==> config.mk <==
export PLATFORM = sky130hd
export DESIGN_NAME = bin_to_bcd_seq_flat
export DESIGN_NICKNAME = d
export VERILOG_FILES = /design/src/rtl/bin_to_bcd_seq_pkg.sv /design/src/rtl/bin_to_bcd_seq_if.sv /design/src/rtl/bin_to_bcd_seq_bcd_add3.sv /design/src/rtl/bin_to_bcd_seq.sv /design/src/flat_wrapper.sv
export SDC_FILE = /design/constraint.sdc
export NUM_CORES = 1
export LEC_CHECK = 0
export CAP_MARGIN = 5
export CORE_MARGIN = 2
export CORE_UTILIZATION = 35
export CTS_CLUSTER_SIZE = 28
export DETAILED_ROUTE_END_ITERATION = 16
export PLACE_DENSITY = 0.59
export SLEW_MARGIN = 10
export SYNTH_ARGS = -nofsm -noshare
export SYNTH_HDL_FRONTEND = slang
export SYNTH_SLANG_ARGS = --single-unit
==> constraint.sdc <==
create_clock -name clk -period 3.4 [get_ports clk]
set_clock_uncertainty 0.05 [all_clocks]
set_input_delay 0.34 -clock clk [delete_from_list [all_inputs] [get_ports clk]]
set_output_delay 0.34 -clock clk [all_outputs]
set_load 0.1 [all_outputs]
==> src/rtl/bin_to_bcd_seq_pkg.sv <==
// Shared definitions for the sequential binary-to-BCD converter:
// FSM state encoding, default sizing and the BCD digit width.
`timescale 1ns/1ps
package bin_to_bcd_seq_pkg;

  localparam int DEF_WIDTH   = 8;
  localparam int DEF_DIGITS  = 3;
  localparam int BCD_DIGIT_W = 4;

  // The encoding 2'b11 is unused; the converter recovers from it to IDLE.
  typedef enum logic [1:0] {
    IDLE  = 2'b00,
    SHIFT = 2'b01,
    DONE  = 2'b10
  } state_t;

endpackage

==> src/rtl/bin_to_bcd_seq_if.sv <==
// Start/done handshake bundle between the ALU/operand side (master) and
// the converter (slave) that feeds the 7-segment display drivers.
`timescale 1ns/1ps
interface bin_to_bcd_seq_if #(
  parameter int WIDTH  = 8,
  parameter int DIGITS = 3
);

  logic                  start;
  logic                  is_signed;
  logic [WIDTH-1:0]      bin_in;
  logic                  busy;
  logic                  done;
  logic                  neg;
  logic [4*DIGITS-1:0]   bcd;

  modport master (
    output start, is_signed, bin_in,
    input  busy, done, neg, bcd
  );

  modport slave (
    input  start, is_signed, bin_in,
    output busy, done, neg, bcd
  );

endinterface

==> src/rtl/bin_to_bcd_seq_bcd_add3.sv <==
// One double-dabble digit correction: a digit of 5 or more gets +3 so the
// following left shift carries correctly into the next decimal digit.
`timescale 1ns/1ps
module bcd_add3
  import bin_to_bcd_seq_pkg::*;
(
  input  logic [BCD_DIGIT_W-1:0] din,
  output logic [BCD_DIGIT_W-1:0] dout
);

  // Pure combinational adjust; values 0..9 only ever reach here in use.
  always_comb begin
    dout = (din >= 4'd5) ? (din + 4'd3) : din;
  end

endmodule

==> src/rtl/bin_to_bcd_seq.sv <==
// Sequential binary-to-BCD converter (shift-and-add-3). A start pulse
// captures the operand magnitude and sign; WIDTH shifts later the packed
// BCD digits and sign flag are published together with a one-cycle done.
`timescale 1ns/1ps
module bin_to_bcd_seq
  import bin_to_bcd_seq_pkg::*;
#(
  parameter int WIDTH  = DEF_WIDTH,
  parameter int DIGITS = DEF_DIGITS
) (
  input  logic              clk,
  input  logic              rst_n,
  bin_to_bcd_seq_if.slave   bus
);

  localparam int BW = BCD_DIGIT_W * DIGITS;
  localparam int CW = $clog2(WIDTH + 1);

  state_t           state_q, state_d;
  logic [CW-1:0]    cnt_q, cnt_d;
  logic [WIDTH-1:0] bin_q, bin_d;
  logic [BW-1:0]    work_q, work_d;
  logic             neg_work_q, neg_work_d;
  logic [BW-1:0]    bcd_q, bcd_d;
  logic             neg_q, neg_d;
  logic             busy_q, busy_d;
  logic             done_q, done_d;

  logic [BW-1:0]    adj;
  logic [BW-1:0]    shifted;
  logic [WIDTH-1:0] mag;
  logic             in_neg;

  // Per-digit add-3 correction applied to the working BCD register.
  for (genvar g = 0; g < DIGITS; g++) begin : g_add3
    bcd_add3 u_add3 (
      .din  (work_q[g*BCD_DIGIT_W +: BCD_DIGIT_W]),
      .dout (adj[g*BCD_DIGIT_W +: BCD_DIGIT_W])
    );
  end

  // Magnitude/sign of the incoming operand; the most negative value keeps
  // its unsigned reading (0x80 -> 128) since no overflow is reported.
  always_comb begin
    in_neg  = bus.is_signed & bus.bin_in[WIDTH-1];
    mag     = in_neg ? (~bus.bin_in + WIDTH'(1)) : bus.bin_in;
    shifted = {adj[BW-2:0], bin_q[WIDTH-1]};
  end

  // Next-state logic: FSM, shift registers, counter and output registers.
  always_comb begin
    state_d    = state_q;
    cnt_d      = cnt_q;
    bin_d      = bin_q;
    work_d     = work_q;
    neg_work_d = neg_work_q;
    bcd_d      = bcd_q;
    neg_d      = neg_q;
    busy_d     = busy_q;
    done_d     = 1'b0;
    case (state_q)
      IDLE: begin
        busy_d = 1'b0;
        if (bus.start) begin
          bin_d      = mag;
          work_d     = '0;
          cnt_d      = CW'(WIDTH);
          neg_work_d = in_neg;
          busy_d     = 1'b1;
          state_d    = SHIFT;
        end
      end
      SHIFT: begin
        work_d = shifted;
        bin_d  = {bin_q[WIDTH-2:0], 1'b0};
        cnt_d  = cnt_q - CW'(1);
        if (cnt_q == CW'(1)) begin
          bcd_d   = shifted;
          neg_d   = neg_work_q;
          busy_d  = 1'b0;
          done_d  = 1'b1;
          state_d = DONE;
        end
      end
      DONE: begin
        busy_d  = 1'b0;
        state_d = IDLE;
      end
      default: begin
        busy_d  = 1'b0;
        state_d = IDLE;
      end
    endcase
  end

  // State register with asynchronous clear that aborts any conversion.
  always_ff @(posedge clk or negedge rst_n) begin
    if (!rst_n) begin
      state_q    <= IDLE;
      cnt_q      <= '0;
      bin_q      <= '0;
      work_q     <= '0;
      neg_work_q <= 1'b0;
      bcd_q      <= '0;
      neg_q      <= 1'b0;
      busy_q     <= 1'b0;
      done_q     <= 1'b0;
    end else begin
      state_q    <= state_d;
      cnt_q      <= cnt_d;
      bin_q      <= bin_d;
      work_q     <= work_d;
      neg_work_q <= neg_work_d;
      bcd_q      <= bcd_d;
      neg_q      <= neg_d;
      busy_q     <= busy_d;
      done_q     <= done_d;
    end
  end

  assign bus.busy = busy_q;
  assign bus.done = done_q;
  assign bus.neg  = neg_q;
  assign bus.bcd  = bcd_q;

endmodule

==> src/flat_wrapper.sv <==
// flat-port wrapper written by rule: the top's interface ports become plain ports
module bin_to_bcd_seq_flat import bin_to_bcd_seq_pkg::*;
#(
  parameter int WIDTH  = DEF_WIDTH,
  parameter int DIGITS = DEF_DIGITS
)
  (clk, rst_n, bus_start, bus_is_signed, bus_bin_in, bus_busy, bus_done, bus_neg, bus_bcd);
  bin_to_bcd_seq_if #(.WIDTH(WIDTH), .DIGITS(DIGITS)) bus_i ();
  input  logic clk;
  input  logic rst_n;
  input wire logic [$bits(bus_i.start)-1:0] bus_start;
  input wire logic [$bits(bus_i.is_signed)-1:0] bus_is_signed;
  input wire logic [$bits(bus_i.bin_in)-1:0] bus_bin_in;
  output wire logic [$bits(bus_i.busy)-1:0] bus_busy;
  output wire logic [$bits(bus_i.done)-1:0] bus_done;
  output wire logic [$bits(bus_i.neg)-1:0] bus_neg;
  output wire logic [$bits(bus_i.bcd)-1:0] bus_bcd;
  assign bus_i.start = bus_start;
  assign bus_i.is_signed = bus_is_signed;
  assign bus_i.bin_in = bus_bin_in;
  assign bus_busy = bus_i.busy;
  assign bus_done = bus_i.done;
  assign bus_neg = bus_i.neg;
  assign bus_bcd = bus_i.bcd;
  bin_to_bcd_seq #(.WIDTH(WIDTH), .DIGITS(DIGITS)) u_core (.clk(clk), .rst_n(rst_n), .bus(bus_i));
endmodule
==> impl_results.md, run 1 <==
* GR peak layer: met2
* ANT cells at 0
* Die width at 81.0 µm
* Routed wire length at 3880 µm
* Most frequent cells in the layout: dfrtp_1 (42), o21ai_0 (26), clkdlybuf4s50_1 (25)
* Critical Path RT at 3.01 ns
* Area of placed instances at 2360 µm²
* DP Worst Slack at 1.27 ns
* Avg Cell Area, Syn at 10.6 µm²
* Fin worst setup slack at 1.20 ns
* Crit-path cells: clkdlybuf4s50_1
* Startpoint Class: flip-flop
* Share of layout cells above drive strength 1 at 12.6%
* CORE AREA at 5820 µm²
* Worst R2R Setup Slack at 1.30 ns
* Root Buffer: clkbuf_8
* Clk sink count at 42
* Number of global-route vias before repair at 1,361
* Post-route ant nets at 0
* Reg clk slew, reported paths at 0.08 ns
* Fill cells at 593
* Final period util at 64.7%
* Initial DRC Count at 116
* Max cap viols at 0
* Post-CTS Hold Buffers at 0
* GR Layer Usage met3 at 4.44%
* M2 GR Usage at 19.7%
* H-Tree Depth at 2
* Commonest non-fill, non-tap cell in the layout: dfrtp_1
* Slew margin rel. at 35.0%
* Cell count after synthesis at 196
* GR Overflow Total at 0
* Final GP Congestion at 0.763
* Critical path depth at 1
* Total track usage at 13.4%
* Slew Limit Fails at 0
* First-pass GRT wire length at 6580 µm
* Post-cts repair resize count at 0
* Critical Path AT at 1.81 ns
* Worst Hold Class: in -> async
* Via-to-Cell Ratio at 4.89
* Syn Nets at 217
* Fin area at 2470 µm²
* Tmin final at 2.20 ns
* Vias at 1,452
* Setup TNS at 0 ns
* HPWL after DPL at 2710 µm
* Final Hold Viols at 0
* CTS tree: yes
* Final setup violation count at 0
* Drt wl/cell at 13.0 µm
* Nets at 243
* CP max stage delay at 1.15 ns
* Seq/Total Area, Yosys at 50.7%
* Crit-path leading delay family: buffers and inverters
* Critical path class: reg -> out
* Critical path's slowest cell: clkdlybuf4s50_1
* Yosys warns at 0
* Flops & latches, synth at 42
* Crit end category: output pin
* R2R Path End: u_core.bus.bcd[5]
* Post-synthesis cell area at 2070 µm²
* Antenna violations before repair at 0
* Clk buf depth at 2
* IO Port Bufs at 26
* Worst-Margin Slew at 0.972 ns
* RSZ-0062 raised after global routing: no
* Area Growth Syn to Fin at 19.2%
* # Post-CTS Setup Buffers at 0
* Die Y-Extent at 81.0 µm
* Initial Util at 35.6%
* Critical path buffers and inverters at 1
* Achievable clock frequency at 454 MHz
* Largest net degree at the start of global routing at 43
* Die area at 6560 µm²
* Crit Path Max Fanout at 2
* Residual DRC at 0
* Skew-Pair Late Insertion Delay at 0.29 ns
* Routing usage on met1 at 18.6%
* Rows at 28
* 1st-pass router iterations at 4
* Post-synthesis cell type count at 33
* Reg-to-reg startpoint: u_core.state_q[0]
* Status: complete, no violations
* Num CTS Buffers at 5
* R2r worst-path depth at 4
* I/O pins at 27
==> synthesized netlist by cell type <==
cell	instances	share of area (%)
ha_1	9	5.4
dfrtp_1	42	51
o21ai_0	26	6.3
nor3_1	4	0.97
a31oi_1	4	1.2
nand2b_1	4	1.2
nand2_1	22	4.0
mux2i_1	1	0.48
o21bai_2	1	0.54
nor4_1	1	0.30
nor2_2	1	0.30
a22o_1	3	1.3
inv_1	11	2.0
or4_4	1	0.54
clkbuf_1	2	0.36
nor2_1	5	0.91
mux2_2	8	4.3
xor2_1	1	0.42
nor3b_4	1	0.91
a21oi_1	10	2.4
nor2b_2	1	0.42
or3b_2	3	1.3
xnor2_1	8	3.4
nand3_1	4	0.97
o21ai_1	4	0.97
o41ai_2	1	0.78
nand2_4	1	0.54
a22oi_1	7	2.5
o31ai_1	1	0.36
buf_6	5	2.7
nor3b_1	2	0.72
inv_2	1	0.18
nor3b_2	1	0.60
==> state kept, by name (all words and copies together) (netlist names) <==
name	flops
u_core.bin_q	8
u_core.bus.bcd	12
u_core.bus.busy	1
u_core.bus.done	1
u_core.bus.neg	1
u_core.cnt_q	4
u_core.neg_work_q	1
u_core.state_q	2
u_core.work_q	12
==> worst reg2reg max path: stages, from the launching register on <==
cell,delay (ns)
dfrtp_1,0.44
nor2b_2,0.69
nand2_4,0.25
inv_2,0.22
mux2_2,0.35
==> metrics by stage <==
stage	instances	util [%]	hold WS (ns)
after floorplan	196	-	-0.00559
after global placement	290	40.6	0.422
after CTS	297	42.5	0.177
after detailed placement	290	40.6	0.423
after global routing	297	42.5	0.229
final	297	42.5	0.144
==> cell type report <==
class	count	area, µm²	area share (%)
Inverter	12	45.0	1.82
Sequential cell	42	1050	42.5
Timing Repair Buffer	26	255	10.3
Clock inverter	1	30.0	1.22
Multi-Input combinational cell	135	913	37.0
Clock buffer	6	82.6	3.34
Tap cell	75	93.8	3.80
==> worst max-delay path by stage <==
| stage | startpoint | to |
|---|---|---|
| after floorplan | u_core.cnt_q[1] | u_core.bus.bcd[1] |
| after detailed placement | u_core.state_q[0] | u_core.bus.bcd[5] |
| after CTS | u_core.bus.bcd[9] | bus_bcd[9] |
| after global placement | u_core.state_q[0] | u_core.bus.bcd[5] |
| final | u_core.bus.bcd[9] | bus_bcd[9] |
| after global routing | u_core.state_q[0] | u_core.bus.bcd[5] |
==> layer usage <==
layer / up-vias / routed length, µm
li1: 738 / -
met1: 684 / 1980
met2: 25 / 1690
met3: 5 / 150
met4: 0 / 57
met5: - / 0
==> kinds of logic after synthesis <==
| logic type | synth area share (%) |
|---|---|
| AO/OA/AOI/OAI | 16.4 |
| XOR/XNOR | 3.80 |
| adder cells (fa/ha/maj) | 5.43 |
| buffers and inverters | 5.25 |
| flip-flops | 50.7 |
| multiplexers | 4.83 |
| AND/OR/NAND/NOR | 13.6 |
Power of run 1 is left out: the tool's default activity adds up to more than one toggle a clock period on the data nets, which glitch-free logic cannot reach.
==> run 2, diff against run 1 <==
Settings changed: PLACE_DENSITY 0.59 to 0.61.
Clock period 3.4 ns to 1.8 ns, I/O delays scaled along.
==> run 2 against run 1 <==
Against the previous run:
- flip-flop and latch count did not move
- hold slack improved by 0.18 ns
- first-iteration DRC count fell by 22%
- critical endpoint is now u_core.work_q[2]
- highest routed layer unchanged
==> impl_results.md, run 2 (synthesized netlist as in run 1, its figures left out) <==
* Status: complete, no violations
* Final Hold Viols at 0 (unchanged)
* Fin area at 2530 µm² (+2.2%)
* Final period util at 92.4%
* Slew Limit Fails at 0 (unchanged)
* Clk sink count at 42 (unchanged)
* Nets at 254 (+4.5%)
* Vias at 1,535 (+5.7%)
* Skew-Pair Late Insertion Delay at 0.31 ns (+0.02 ns)
* Achievable clock frequency at 601 MHz
* Setup crit start: u_core.work_q[0]
* Routed wire length at 4270 µm (+10%)
* Area of placed instances at 2410 µm² (+2.1%)
* Startpoint Class: flip-flop
* Clk buf depth at 2 (unchanged)
* R2r worst-path depth at 6 (+2)
* Crit-path cells: inv_1, ha_2, nand2b_1, a21oi_2, mux2_2, o21ai_0
* H-Tree Depth at 2 (unchanged)
* HPWL after DPL at 3050 µm (+13%)
* Area Growth Syn to Fin at 21.8%
* 1st-pass router iterations at 4 (unchanged)
* Total track usage at 14.4% (+1.0 points)
* Die Y-Extent at 81.0 µm (unchanged)
* CTS tree: yes
* Critical path class: reg -> reg
* Antenna violations before repair at 0 (unchanged)
* First-pass GRT wire length at 7100 µm (+8.0%)
* Critical Path AT at 1.84 ns (+0.03 ns)
* Worst Hold Class: in -> async
* Worst-Margin Slew at 0.801 ns (-0.171 ns)
* Final setup violation count at 0 (unchanged)
* Initial Util at 35.6% (unchanged)
* IO Port Bufs at 26 (unchanged)
* Critical Path RT at 1.98 ns (-1.03 ns)
* Residual DRC at 0 (unchanged)
* # Post-CTS Setup Buffers at 0 (unchanged)
* Critical path's slowest cell: dfrtp_1
* Commonest non-fill, non-tap cell in the layout: dfrtp_1
* Largest net degree at the start of global routing at 24 (-44%)
* ANT cells at 0 (unchanged)
* Fill cells at 596 (+0.51%)
* Drt wl/cell at 13.8 µm (+5.9%)
* CP max stage delay at 0.42 ns (-0.73 ns)
* Final GP Congestion at 0.794 (+4.1%)
* I/O pins at 27 (unchanged)
* Crit end category: flip-flop
* Die width at 81.0 µm (unchanged)
* Die area at 6560 µm² (unchanged)
* Post-route ant nets at 0 (unchanged)
* Crit Path Max Fanout at 4 (+2)
* Initial DRC Count at 91 (-22%)
* Slew margin rel. at 46.5% (+12 points)
* Reg clk slew, reported paths at 0.09 ns (about the same)
* Max cap viols at 0 (unchanged)
* Rows at 28 (unchanged)
* Reg-to-reg startpoint: u_core.work_q[0]
* Share of layout cells above drive strength 1 at 25.6% (+13 points)
* Num CTS Buffers at 5 (unchanged)
* CORE AREA at 5820 µm² (unchanged)
* GR Overflow Total at 0 (unchanged)
* RSZ-0062 raised after global routing: no
* Final Util at 43.4% (+0.95 points)
* Tmin final at 1.66 ns
* Most frequent cells in the layout: dfrtp_1 (41), o21ai_0 (26), buf_4 (24)
* Root Buffer: clkbuf_8
* Via-to-Cell Ratio at 4.97 (+1.6%)
* Number of global-route vias before repair at 1,497 (+10%)
==> run 2: cell count changes in the layout (fill, tap and decap cells not counted), moves of 2 or more <==
| cell | change |
|---|---|
| clkdlybuf4s50_1 | -15 |
| ha_1 | -2 |
| a21oi_1 | -3 |
| ha_2 | +2 |
| buf_4 | +24 |
| a21oi_2 | +3 |
==> run 2: final cells by class <==
| class | instances | area (µm²) | area share [%] |
|---|---|---|---|
| Sequential cell | 42 | 1050 | 41.7 |
| Multi-Input combinational cell | 135 | 930 | 36.8 |
| Timing Repair Buffer | 37 | 315 | 12.5 |
| Tap cell | 75 | 93.8 | 3.71 |
| Clock buffer | 5 | 68.8 | 2.72 |
| Inverter | 12 | 45.0 | 1.78 |
| Clock inverter | 3 | 21.3 | 0.842 |
==> run 2: worst paths after layout <==
path	end	slack [ns]
max in group asynchronous	u_core.work_q[4]	0.88
min in group clk	u_core.bin_q[7]	0.41
worst min register to register	u_core.bus.bcd[6]	0.43
worst max register to register	u_core.work_q[2]	0.14
worst min-delay path	u_core.cnt_q[2]	0.32
worst max-delay path	u_core.work_q[2]	0.14
==> run 2: layer usage <==
metal	GRT usage (%)	vias to the layer above	part of all wire [%]
met5	0	-	0
met4	4.58	0	1.5
met3	4.56	6	4.1
met2	23.0	27	46
met1	18.6	739	48
li1	-	763	-
==> run 2: critical path: cells and delay by family, from the launching register on <==
family,cells,cell delay (ns)
compound gates,2,0.33
fa+ha+maj,1,0.21
buf+inv,1,0.12
flops,1,0.42
mux,1,0.37
simple gates,1,0.08
==> run 2: per-stage QoR <==
stage	instances	worst slack (ns)	hold WS, ns	TNS [ns]
2_1_floorplan	196	0.184	-0.166	0
3_3_place_gp	300	0.0258	0.127	0
3_5_place_dp	300	-0.0147	0.132	-0.0147
4_1_cts	309	0.0727	0.347	0
5_1_grt	309	0.0124	0.373	0
6_report	309	0.137	0.321	0
==> run 2: repair_timing <==
item / in CTS / in global routing
setup endpoints to repair: 0 / 5
hold endpoints to repair: 19 / 0
hold buffers: 1 / 0
resized for setup: 0 / 6
Power of run 2 is left out for the same reason.
==> run 3, diff against run 2 <==
Settings changed: CTS_BUF_LIST set to sky130_fd_sc_hd__clkbuf_8 sky130_fd_sc_hd__clkbuf_16, PLACE_DENSITY 0.61 to 0.59.
Clock period 1.8 ns to 1.6 ns, I/O delays scaled along.
==> run 3 against run 2 <==
Against the previous run:
- first-iteration DRC count fell by 8.8%
- setup slack worse by 0.086 ns
- sequential share of layout area fell by 6.8 points
- via count is 4.8% higher
- register-to-register slack got worse by 0.09 ns
- largest cell class unchanged
- global-route usage grew 0.31 points
==> impl_results.md, run 3 (synthesized netlist as in run 1, its figures left out) <==
* Root Buffer: clkbuf_8
* Initial DRC Count at 83 (-8.8%)
* Final GP Congestion at 0.724 (-8.8%)
* Crit Path Max Fanout at 6 (+2)
* Reg-to-reg startpoint: u_core.cnt_q[1]
* Max cap viols at 0 (unchanged)
* CTS tree: yes
* CORE AREA at 5820 µm² (unchanged)
* H-Tree Depth at 2 (unchanged)
* Die area at 6560 µm² (unchanged)
* Slew margin rel. at 67.8% (+21 points)
* Share of layout cells above drive strength 1 at 34.1% (+8.5 points)
* Final Hold Viols at 0 (unchanged)
* Worst Hold Class: in -> async
* Vias at 1,608 (+4.8%)
* ANT cells at 0 (unchanged)
* Critical Path AT at 1.68 ns (-0.16 ns)
* 1st-pass router iterations at 4 (unchanged)
* Post-route ant nets at 0 (unchanged)
* Worst R2R Setup Slack at 0.05 ns (-0.09 ns)
* Crit end category: flip-flop
* Clk sink count at 42 (unchanged)
* HPWL after DPL at 3140 µm (+2.9%)
* R2r worst-path depth at 6 (unchanged)
* Status: complete, no violations
* Last element of the critical path: u_core.bus.bcd[1]
* Antenna violations before repair at 0 (unchanged)
* Skew-Pair Late Insertion Delay at 0.30 ns (about the same)
* First-pass GRT wire length at 7130 µm (+0.38%)
* Setup TNS at 0 ns (unchanged)
* Slew Limit Fails at 0 (unchanged)
* Critical Path RT at 1.73 ns (-0.25 ns)
* Area occupied by multi-input gates at 1010 µm² (+8.5%)
* Clk buf depth at 2 (unchanged)
* I/O pins at 27 (unchanged)
* Drt wl/cell at 13.5 µm (-2.0%)
* Die width at 81.0 µm (unchanged)
* Number of global-route vias before repair at 1,472 (-1.7%)
* Startpoint Class: flip-flop
* Largest net degree at the start of global routing at 26 (+8.3%)
* Worst-Margin Slew at 0.481 ns (-0.320 ns)
* Fill cells at 544 (-8.7%)
* Via-to-Cell Ratio at 4.87 (-1.9%)
* Final period util at 96.8% (+4.4 points)
* Rows at 28 (unchanged)
* Tmin final at 1.55 ns (-0.114 ns)
* Most frequent cells in the layout: dfrtp_1 (42), buf_4 (28), nand2_1 (22)
* Residual DRC at 0 (unchanged)
* Total track usage at 14.7% (+0.31 points)
* Initial Util at 35.6% (unchanged)
* Register area at 1050 µm² (-0.12%)
* Critical path class: reg -> reg
* GR Overflow Total at 0 (unchanged)
* Final setup violation count at 0 (unchanged)
* Die Y-Extent at 81.0 µm (unchanged)
* Setup crit start: u_core.cnt_q[1]
* Area Growth Syn to Fin at 45.3%
* Routed wire length at 4470 µm (+4.6%)
* IO Port Bufs at 26 (unchanged)
* Commonest non-fill, non-tap cell in the layout: dfrtp_1
* RSZ-0062 raised after global routing: yes
* Achievable clock frequency at 646 MHz (+7.4%)
* R2R Path End: u_core.bus.bcd[1]
* Nets at 276 (+8.7%)
* Num CTS Buffers at 5 (unchanged)
* Final hold slack at 0.294 ns (-0.0272 ns)
* Reg clk slew, reported paths at 0.07 ns (-0.02 ns)
-- run 3: metal layers --
layer / vias to the layer above / routed length [µm] / GRT usage (%)
met2: 34 / 2180 / 23.4
met4: 0 / 68 / 6.10
met5: - / 0 / 0
met1: 765 / 2020 / 18.9
li1: 805 / - / -
met3: 4 / 198 / 4.11
-- run 3: final cells by class --
class,count,share of cell area (%)
Sequential cell,42,34.9
Multi-Input combinational cell,135,33.5
Timing Repair Buffer,59,23.1
Tap cell,75,3.11
Clock buffer,6,2.74
Inverter,12,1.66
Clock inverter,1,0.997
-- run 3: how the worst min path moves through the flow --
| stage | startpoint | end | cells past startpoint |
|---|---|---|---|
| floorplan | rst_n | u_core.bin_q[0] | 0 |
| global placement | rst_n | u_core.bus.bcd[3] | 1 |
| detailed placement | rst_n | u_core.bus.bcd[3] | 1 |
| CTS | rst_n | u_core.bin_q[7] | 2 |
| global route | rst_n | u_core.bus.bcd[3] | 2 |
| finish | rst_n | u_core.bus.bcd[3] | 2 |
-- run 3: stage by stage --
stage	worst slack, ns	util [%]	instances	instance area [µm²]
3_5_place_dp	-0.168	46.8	316	2720
4_1_cts	0.00480	49.2	324	2860
2_1_floorplan	0.0405	-	196	2080
3_3_place_gp	-0.149	46.8	316	2720
5_1_grt	-0.0317	51.8	330	3010
6_report	0.0515	51.8	330	3010
-- run 3: repair_timing --
action,in CTS,in global routing
hold endpoints to repair,17,0
gates cloned,0,1
hold buffers,1,0
gates resized for setup,4,28
buffers inserted,0,5
pin swaps,1,4
setup endpoints to repair,9,29
-- run 3: worst max-delay path, cell delays in order (launching register included) --
cell     delay [ns]
dfrtp_1        0.40
inv_2          0.08
ha_4           0.12
nor3b_4        0.23
nand2_4        0.11
inv_6          0.11
mux2_2         0.33
Power of run 3 is left out for the same reason.
